**src/rtl/lsu_load_rsp.sv**
```systemverilog
// Load response path: alignment/funct3 check, lane select, extend, register.
// Optional I/O wait timeout enabled by defining LSU_IO_TIMEOUT_EN.
module lsu_load_rsp #(
  parameter int unsigned TIMEOUT_CYCLES = 16
) (
  input  logic        i_clk,
  input  logic        i_rst_n,
  input  logic        i_ld_req,
  input  logic [31:0] i_lsu_addr,
  input  logic [2:0]  i_funct3,
  input  logic        i_dmem_valid,
  input  logic        i_io_valid,
  input  logic [31:0] i_dmem_rdata,
  input  logic [31:0] i_io_rdata,
  input  logic        i_io_rvalid,
  output logic        o_io_rreq,
  output logic        o_ld_valid,
  output logic [31:0] o_ld_data,
  output logic        o_ld_err,
  output logic        o_busy
);

  localparam logic [1:0] IDLE      = 2'd0;
  localparam logic [1:0] WAIT_DMEM = 2'd1;
  localparam logic [1:0] WAIT_IO   = 2'd2;

  if (TIMEOUT_CYCLES < 1 || TIMEOUT_CYCLES > 255) begin : g_bad_timeout
    $error("TIMEOUT_CYCLES must be 1..255");
  end

  logic [1:0]  state;
  logic [1:0]  a_q;
  logic [2:0]  f3_q;
  logic        bad;
  logic [31:0] src;
  logic [31:0] fmt_data;

`ifdef LSU_IO_TIMEOUT_EN
  logic [7:0] cnt;
  logic       to_hit;
  assign to_hit = (cnt == 8'(TIMEOUT_CYCLES - 1));
`endif

  function automatic logic [31:0] fmt(
    input logic [31:0] d,
    input logic [1:0]  a,
    input logic [2:0]  f
  );
    logic [7:0]  b;
    logic [15:0] h;
    logic [31:0] r;
    b = d[8*a +: 8];
    h = a[1] ? d[31:16] : d[15:0];
    unique case (1'b1)
      (f == 3'b000): r = {{24{b[7]}}, b};
      (f == 3'b100): r = {24'd0, b};
      (f == 3'b001): r = {{16{h[15]}}, h};
      (f == 3'b101): r = {16'd0, h};
      default:       r = d;
    endcase
    return r;
  endfunction

  // Request validation: illegal funct3, misalignment, or unmapped address.
  always_comb begin
    bad = 1'b0;
    unique case (i_funct3)
      3'b000, 3'b100: bad = 1'b0;
      3'b001, 3'b101: bad = i_lsu_addr[0];
      3'b010:         bad = |i_lsu_addr[1:0];
      default:        bad = 1'b1;
    endcase
    if (!(i_dmem_valid || i_io_valid))
      bad = 1'b1;
  end

  assign src      = (state == WAIT_IO) ? i_io_rdata : i_dmem_rdata;
  assign fmt_data = fmt(src, a_q, f3_q);
  assign o_busy    = (state != IDLE);
  assign o_io_rreq = (state == WAIT_IO);

  // Load FSM and registered response.
  always_ff @(posedge i_clk or negedge i_rst_n) begin
    if (!i_rst_n) begin
      state      <= IDLE;
      a_q        <= '0;
      f3_q       <= '0;
      o_ld_valid <= 1'b0;
      o_ld_data  <= '0;
      o_ld_err   <= 1'b0;
`ifdef LSU_IO_TIMEOUT_EN
      cnt        <= '0;
`endif
    end else begin
      o_ld_valid <= 1'b0;
      case (state)
        IDLE: begin
          if (i_ld_req) begin
            a_q  <= i_lsu_addr[1:0];
            f3_q <= i_funct3;
            if (bad) begin
              o_ld_valid <= 1'b1;
              o_ld_err   <= 1'b1;
              o_ld_data  <= '0;
            end else if (i_dmem_valid) begin
              state <= WAIT_DMEM;
            end else begin
              state <= WAIT_IO;
`ifdef LSU_IO_TIMEOUT_EN
              cnt   <= '0;
`endif
            end
          end
        end
        WAIT_DMEM: begin
          o_ld_valid <= 1'b1;
          o_ld_err   <= 1'b0;
          o_ld_data  <= fmt_data;
          state      <= IDLE;
        end
        WAIT_IO: begin
          if (i_io_rvalid) begin
            o_ld_valid <= 1'b1;
            o_ld_err   <= 1'b0;
            o_ld_data  <= fmt_data;
            state      <= IDLE;
          end
`ifdef LSU_IO_TIMEOUT_EN
          else if (to_hit) begin
            o_ld_valid <= 1'b1;
            o_ld_err   <= 1'b1;
            o_ld_data  <= '0;
            state      <= IDLE;
          end else begin
            cnt <= cnt + 8'd1;
          end
`endif
        end
        default: state <= IDLE;
      endcase
    end
  end

endmodule

```
**config.mk**
```make
export PLATFORM = sky130hd
export DESIGN_NAME = lsu_load_rsp
export DESIGN_NICKNAME = d
export VERILOG_FILES = /design/src/rtl/lsu_load_rsp.sv
export SDC_FILE = /design/constraint.sdc
export NUM_CORES = 1
export LEC_CHECK = 0
export BUFFER_PORTS_ARGS = -buffer_cell sky130_fd_sc_hd__buf_2
export CORE_UTILIZATION = 41
export CTS_CLUSTER_DIAMETER = 100
export DETAILED_ROUTE_END_ITERATION = 10
export PLACE_DENSITY = 0.74
export SLEW_MARGIN = 20
export SYNTH_ARGS = -nofsm -noshare
export SYNTH_HDL_FRONTEND = slang
export SYNTH_SLANG_ARGS = --single-unit
```
**constraint.sdc**
```tcl
create_clock -name i_clk -period 1.9 [get_ports i_clk]
set_input_delay 0.095 -clock i_clk [delete_from_list [all_inputs] [get_ports i_clk]]
set_output_delay 0.095 -clock i_clk [all_outputs]
set_load 0.05 [all_outputs]
```
=== Word level (Yosys, flattened, before mapping) ===
Index checks and enable logic that the tools add are counted.

* Reductions and logical operators: 12
* Eq/ne operators: 13
* Shift operators: 1
* Multiplexer cells: 22

{| class="wikitable"
|+ Operators by type and width
! cell !! count
|-
| 32-bit two-way mux || 4
|-
| 32-bit one-hot mux with 4 select lines || 1
|-
| 32-bit one-hot mux with 3 select lines || 1
|-
| 32-bit by 6-bit variable part select with 8-bit output || 1
|-
| 16-bit two-way mux || 1
|-
| 3-bit == test, second input constant || 4
|-
| 1-bit one-hot mux with 3 select lines || 3
|-
| 2-bit two-way mux || 4
|-
| 2-bit != test, second input constant || 4
|-
| 1-bit two-way mux || 7
|-
| 3-bit by 1-bit == test with 1-bit output, second input constant || 2
|-
| 3-bit logical NOT || 2
|-
| 2-bit OR reduction || 3
|-
| 2-bit one-hot mux with 2 select lines || 1
|-
| 4-bit AND reduction || 1
|-
| 3-bit by 2-bit == test with 1-bit output, second input constant || 1
|-
| 3-bit AND reduction || 1
|-
| 3-bit nonzero test || 1
|-
| 2-bit by 1-bit == test with 1-bit output, second input constant || 1
|-
| 2-bit == test, second input constant || 1
|-
| 2-bit logical NOT || 1
|-
| 2-bit AND reduction || 1
|-
| 2-bit nonzero test || 1
|-
| 1-bit logical OR || 1
|}

* Bits in registers: 41
* Logic and storage cells: 54
* Output and inout port bits: 36
* Input bits: 105

=== Depth between registers and ports, before layout ===
Gate-level depths: netlist (run 1).

* Depth in word-level cells: 7
* Depth in mapped cells: 9
* Mapped depth without buffers: 6

=== Worst setup path before layout (run 1) ===
No wires, ideal clock.

* Path type: reg2reg
* Start: reg state[0]
* End: reg o_ld_data[13]
* Library setup time: 0.122 ns
* Path slack: -0.587 ns
* Required time: 1.778 ns
* Cell stages (with the launch flop): 9
* Arrival time: 2.365 ns
* Path buffers: 2
* Cells stage by stage: dfrtp_1 -> inv_1 -> ha_1 -> buf_4 -> buf_6 -> mux4_2 -> a21oi_1 -> o21ai_0 -> a32o_1

* Longest elaborated chain between the ends: 6

{| class="wikitable"
|+ RTL lines
! item !! RTL line !! RTL
|-
| start: declaration || 31 || <nowiki>logic [1:0] state;</nowiki>
|-
| start signal: assignment || 85 || <nowiki>state <= IDLE;</nowiki>
|-
| start signal: assignment || 106 || <nowiki>state <= WAIT_DMEM;</nowiki>
|-
| start signal: assignment || 108 || <nowiki>state <= WAIT_IO;</nowiki>
|-
| 2-bit == test (*) || -- ||
|-
| named net o_io_rreq || 16 || <nowiki>output logic o_io_rreq,</nowiki>
|-
| 32-bit two-way mux || 77 || <nowiki>assign src = (state == WAIT_IO) ? i_io_rdata : i_dmem_rdata;</nowiki>
|-
| 32-bit by 6-bit variable part select with 8-bit output / 16-bit two-way mux (equally long branches) || 52, 53 ||
|-
| 32-bit one-hot mux with 4 select lines || 54 || <nowiki>unique case (1'b1)</nowiki>
|-
| 32-bit two-way mux || 122 || <nowiki>if (i_io_rvalid) begin</nowiki>
|-
| 32-bit one-hot mux with 3 select lines || 96 || <nowiki>case (state)</nowiki>
|-
| end signal: assignment || 118 || <nowiki>o_ld_data <= fmt_data;</nowiki>
|-
| end signal: assignment || 125 || <nowiki>o_ld_data <= fmt_data;</nowiki>
|-
| end: declaration || 18 || <nowiki>output logic [31:0] o_ld_data,</nowiki>
|}

The timed path passes the listed nets; every way through them passes the cells marked *. The select of a mux whose other input is x is not followed.
A chain may end at the register's enable or synchronous reset.

=== Worst setup path after layout (run 1) ===
* Start: reg state[0]
* End: reg o_ld_data[10]

* Longest elaborated chain between the ends: 6

{| class="wikitable"
|+ RTL lines
! item !! RTL line
|-
| 2-bit == test || 77, 96
|-
| 32-bit two-way mux || 77
|-
| 32-bit by 6-bit variable part select with 8-bit output / 16-bit two-way mux (equally long branches) || 52, 53
|-
| 32-bit one-hot mux with 4 select lines || 54
|-
| 32-bit two-way mux || 122
|-
| 32-bit one-hot mux with 3 select lines || 96
|}

Parallel ways exist; a longest one is shown, timed or not. The select of a mux whose other input is x is not followed.

==> qor.yml, run 1 <==
floorplan:
  chipHeight_um: 82.5
  io_pins: 141
  coreArea_mm2: 0.00610
  rows: 28
  dieArea_mm2: 0.00680
  initial_core_util_pct: 43.5
  fp.dieW_um: 82.5
clocking:
  clockBufferDepth: 2
  cts_made_buffers: 5
  cts.sinks: 41
  clk_latency_ps: 300
  clk_transition_reported_paths_ps: 80
  cts_tree: "done"
  root_buffer: "clkbuf_8"
  htreeDepth: 2
critical_path:
  start_kind: "flip-flop"
  crit_fanout: 6
  worstPathArrival_ps: 2120
  cp-end-kind: "flip-flop"
  worst_path_max_delay_cell: "mux4_2"
  cp.required_ps: 2090
  cp_top_family: "multiplexers"
  crit_chain: "inv_2 -> ha_4 -> buf_12 -> mux4_2 -> a21oi_1 -> o21ai_1 -> a32o_1"
  max_stage_delay_ps: 540
  crit_type: "flip-flop to flip-flop"
  critPathBufInv: 2
global_route:
  track_usage_pct: 24.0
  antenna_found_initial: 0
  grt_start_max_net_pins: 33
  grt_pass1_wl_um: 11900
  grt-ovfl-total: 0
  grt_pass1_vias: 2483
synthesis:
  synth_flop_cell: "dfrtp_1"
  yosysSeqAreaShare_pct: 38.7
  synth.top_cell.area_share_pct: 38.7
  ys_async_sr_fraction_pct: 100
  synth_seq_cells: 41
  ys.warnings.count: 0
  yosys-top-cells-area: "dfrtp_1 (39%), mux2i_1 (12%), a32o_1 (9.4%)"
  ys_types: 37
  syn_inst: 242
  syn_area_mm2: 0.00265
  synth_nets: 351
  synth-edff-count: 0
  synth.avg_cell_area_um2: 11.0
  yosysTopAreaCell: "dfrtp_1"
  synthTopCellsByCount: "dfrtp_1 (41), nand2_1 (35), mux2i_1 (32), a32o_1 (25), a21oi_1 (13)"
  yosysMostFrequentCell: "dfrtp_1"
pwr:
  p_leak_uw: 0.00182
  vdd_ir_drop_max_mv: 0.878
  finalPower_uw: 7220
  power-per-cell-area_mw_per_mm2: 1850
hold_path:
  hp-class: "primary input to flip-flop"
timing:
  skew_ps: 5.38
  worstMarginPinSlew_ps: 587
  layout_setup_ws_ps: -37.2
  fin_crit_ps: 1940
  rsz0062_at_grt: "true"
  finalMaxSlewViolations: 0
  final_hold_viol_count: 0
  fmax_mhz: 516
  setup_viol: 10
  max-slew-margin-rel_pct: 60.7
  finalCritPeriodShare_pct: 102
placed_design:
  routabilityCongestion: 0.825
  hpwl_um: 6030
  postPlaceCellArea_mm2: 0.00348
  place.port_buffers: 110
routing:
  drc: 0
  avgViaCountPerCell: 5.86
  firstDrtPassIters: 4
  initialDrtViolationCount: 160
  vias: 2711
  routed_wl_um: 8710
  wl_per_cell_um: 18.8
  ant_nets: 0
finish:
  seqCellArea_mm2: 0.00103
  fillCellCount: 514
  num_antenna_cells: 0
  final_area_mm2: 0.00390
  fin_nets: 496
  drive_gt1_share_pct: 53.9
  multi_input_area_mm2: 0.00161
  area_growth_pct: 47.1
run_status:
  status: "complete, but fails checks"
  violations: "setup timing"
flow_run:
  max_cap_viol_count: 0
metal layers:
metal	track usage [%]	up-vias	wire length, um
li1	-	1241	-
met1	29.3	1315	3490
met2	41.7	132	4400
met3	3.63	23	547
met4	11.1	0	279
met5	0	-	0
through the flow:
| step | utilization (%) | std cells | hold slack (ps) | setup TNS [ps] | setup slack, ps |
|---|---|---|---|---|---|
| floorplan | - | 242 | -201 | -5210 | -186 |
| global placement | 57.1 | 435 | 84.3 | -33.2 | -22.5 |
| detailed placement | 57.1 | 435 | 87.8 | -729 | -69.8 |
| CTS | 60.0 | 447 | 42.3 | -27.6 | -9.65 |
| global route | 64.0 | 463 | 35.9 | -1470 | -93.9 |
| finish | 64.0 | 463 | 42.2 | -153 | -37.2 |
path summary, 6_finish.rpt:
kind                                           start                         to  slack [ps]  cells past startpoint
max                             state[0]$_DFFE_PN0P_  o_ld_data[10]$_DFFE_PN0P_         -40                      7
min                                      i_funct3[1]        f3_q[1]$_DFFE_PN0P_          40                      2
max reg2reg                     state[0]$_DFFE_PN0P_  o_ld_data[10]$_DFFE_PN0P_         -40                      7
min reg2reg                o_ld_data[25]$_DFFE_PN0P_  o_ld_data[25]$_DFFE_PN0P_         490                      1
max in group asynchronous                    i_rst_n         a_q[1]$_DFFE_PN0P_        1050                      3
min in group asynchronous                    i_rst_n   o_ld_data[2]$_DFFE_PN0P_         290                      2
state kept, by name, indices dropped and copies added, names as in the netlist:
register	flops
o_ld_data	32
state	2
a_q	2
o_ld_err	1
f3_q	3
o_ld_valid	1
report_power, final:
| part | total, uW | switching, uW | internal (uW) |
|---|---|---|---|
| clock network | 639 | 311 | 329 |
| registers | 1460 | 245 | 1210 |
| logic | 5130 | 2910 | 2210 |
| total | 7220 | 3470 | 3750 |
kinds of logic after synthesis:
family,synth area share [%]
AO/OA/AOI/OAI,22.7
adder cells (fa/ha/maj),1.89
buffers and inverters,5.23
flip-flops,38.7
multiplexers,23.5
AND/OR/NAND/NOR,8.02
cells in the final DEF (no fill, tap or decap), drive strengths merged, types with 3 or more instances in the layout:
master / n
inv: 7
o221ai: 8
a21oi: 13
mux2i: 32
buf: 151
o21ai: 10
mux2: 7
clkbuf: 9
mux4: 10
and3: 3
ha: 4
a22o: 7
a32o: 25
dfrtp: 41
nand2: 35
layout make-up:
class,instances,share of cell area [%]
Clock buffer,7,2.47
Tap cell,75,2.40
Clock inverter,1,0.128
Inverter,7,0.801
Timing Repair Buffer,156,26.7
Multi-Input combinational cell,176,41.2
Sequential cell,41,26.3
repair_timing:
item,in CTS,in global routing
setup buffers,2,11
pin swaps,5,15
gates cloned,1,6
resized for setup,8,26
hold endpoints to repair,20,0
setup endpoints to repair,28,33
hold buffers,1,0
(Power assumes the default switching activity.)
==> run 2: changes to the inputs <==
==> config.mk (replaced) <==
export PLATFORM = sky130hd
export DESIGN_NAME = lsu_load_rsp
export DESIGN_NICKNAME = d
export VERILOG_FILES = /design/src/rtl/lsu_load_rsp.sv
export SDC_FILE = /design/constraint.sdc
export NUM_CORES = 1
export LEC_CHECK = 0
export CORE_UTILIZATION = 50
export CTS_CLUSTER_DIAMETER = 100
export DETAILED_ROUTE_END_ITERATION = 10
export DONT_BUFFER_PORTS = 1
export HOLD_SLACK_MARGIN = 0.08
export PLACE_DENSITY = 0.65
export SETUP_SLACK_MARGIN = 0.2
export SLEW_MARGIN = 20
export SYNTH_ARGS = -nofsm -noshare
export SYNTH_HDL_FRONTEND = slang
export SYNTH_SLANG_ARGS = --single-unit
==> qor.yml, run 2 (synthesis results as in run 1) <==
global_route:
  grt_pass1_vias: 2253
  track_usage_pct: 27.5
  grt_pass1_wl_um: 11400
  antenna_found_initial: 0
  grt_start_max_net_pins: 42
  grt-ovfl-total: 0
finish:
  drive_gt1_share_pct: 35.0
  post-route-util_pct: 66.6
  final_common_cell: "dfrtp_1"
  num_antenna_cells: 0
  area_growth_pct: 28.1
  fin_nets: 388
  top_regs: "o_ld_data (32), f3_q (3)"
  top_register: "o_ld_data"
  largest_reg_flops: 32
  final_cell_mix: "dfrtp_1 (40), mux2i_1 (32), nand2_1 (30)"
  instances_no_fill: 350
  final_area_mm2: 0.00340
critical_path:
  start_kind: "flip-flop"
  crit_type: "flip-flop to flip-flop"
  cp-end-kind: "flip-flop"
  r2r_end: "o_ld_data[12]$_DFFE_PN0P_"
  cp-endpoint: "o_ld_data[12]$_DFFE_PN0P_"
  r2r_cells: 7
  critPathLaunch: "state[0]$_DFFE_PN0P_"
  cp.required_ps: 2090
  worstPathArrival_ps: 2130
  r2r_start: "state[0]$_DFFE_PN0P_"
  crit_fanout: 7
  r2r_slack_ps: -40
timing:
  layout_setup_ws_ps: -37.9
  worstMarginPinSlew_ps: 535
  finalMaxSlewViolations: 0
  skew_ps: 6.44
  tns_ps: -425
  fmax_mhz: 516
  final_hold_viol_count: 0
  max-slew-margin-rel_pct: 64.0
  finalCritPeriodShare_pct: 102
  rsz0062_at_grt: "true"
  fin_crit_ps: 1940
  setup_viol: 21
flow_run:
  max_cap_viol_count: 0
clocking:
  cts_tree: "done"
  cts_made_buffers: 5
  cts.sinks: 41
  clockBufferDepth: 2
  htreeDepth: 2
  clk_latency_ps: 300
  root_buffer: "clkbuf_8"
  clk_transition_reported_paths_ps: 80
routing:
  ant_nets: 0
  firstDrtPassIters: 4
  initialDrtViolationCount: 126
  avgViaCountPerCell: 6.44
  vias: 2253
  routed_wl_um: 7520
  drc: 0
  wl_per_cell_um: 21.5
run_status:
  status: "complete, but fails checks"
  violations: "setup timing"
floorplan:
  io_pins: 141
  chipHeight_um: 74.9
  rows: 26
  coreArea_mm2: 0.00511
  fp.dieW_um: 74.9
  dieArea_mm2: 0.00560
  initial_core_util_pct: 52.0
placed_design:
  place.port_buffers: 0
  routabilityCongestion: 0.811
  pre_cts_ws_ps: -89.2
  postPlaceCellArea_mm2: 0.00293
  hpwl_um: 5260
  placed_cells_incl_taps: 320
pwr:
  power-per-cell-area_mw_per_mm2: 2010
  vdd_ir_drop_max_mv: 1.19
  p_leak_uw: 0.00135
hold_path:
  hp-class: "primary input to flip-flop"
-- run 2: cell types whose count changed in the layout (fill, tap and decap cells not counted), sizes merged, moves of 2 or more --
cell | before | now
buf | 151 | 40
dlygate4sd3 | 1 | 10
clkbuf | 9 | 6
and3 | 3 | 1
-- run 2: stage by stage --
stage	total power, uW	hold slack (ps)
2_1_floorplan	4520	-201
3_3_place_gp	5460	-200
3_5_place_dp	5520	-200
4_1_cts	6610	80.4
5_1_grt	7210	89.5
6_report	6830	83.5
-- run 2: timing repair --
| action | 4_1_cts | 5_1_grt |
|---|---|---|
| gates cloned | 1 | 0 |
| hold buffers | 11 | 0 |
| setup buffers | 7 | 3 |
| endpoints found under the setup margin | 35 | 35 |
| endpoints found under the hold margin | 51 | 0 |
| resized for setup | 24 | 19 |
| pin swaps | 12 | 5 |
-- run 2: worst max-delay path, stage by stage (launching register included) --
cell and delay [ps]:
dfrtp_1 390, inv_2 80, ha_4 200, buf_12 140, mux4_2 550, a21oi_2 150, o21ai_1 80, a32o_1 250
-- run 2: how the worst min path moves through the flow --
stage                               from                   endpoint  slack, ps  depth (start not counted)
after global placement           i_rst_n   o_ld_data[2]$_DFFE_PN0P_       -200                          0
after global routing      i_io_rdata[24]  o_ld_data[24]$_DFFE_PN0P_         90                          3
after floorplan                  i_rst_n         a_q[0]$_DFFE_PN0P_       -200                          0
after CTS                 i_io_rdata[24]  o_ld_data[24]$_DFFE_PN0P_         80                          3
final                         i_io_valid       state[0]$_DFFE_PN0P_         80                          3
after detailed placement         i_rst_n   o_ld_data[2]$_DFFE_PN0P_       -200                          0
-- run 2: per-layer routing --
| metal | global-route usage, % | part of all wire (%) | vias to the layer above |
|---|---|---|---|
| met5 | 0 | 0 | - |
| met4 | 6.71 | 1.1 | 0 |
| met3 | 6.16 | 6.5 | 8 |
| met2 | 48.1 | 51 | 89 |
| met1 | 34.5 | 41 | 1130 |
| li1 | - | - | 1026 |
-- run 2: area by class of cell --
type | count | area, um2
inverters | 7 | 26.3
clock inverters | 2 | 37.5
repair buffers | 50 | 518
fillers | 413 | 1710
flip-flops and latches | 41 | 1030
well taps | 70 | 87.6
multi-input cells | 174 | 1620
clock buffers | 6 | 82.6
-- run 2: power breakdown --
group | switching, uW | internal (uW)
logic | 1870 | 1870
registers | 1160 | 1190
clock network | 316 | 427
total | 3340 | 3490
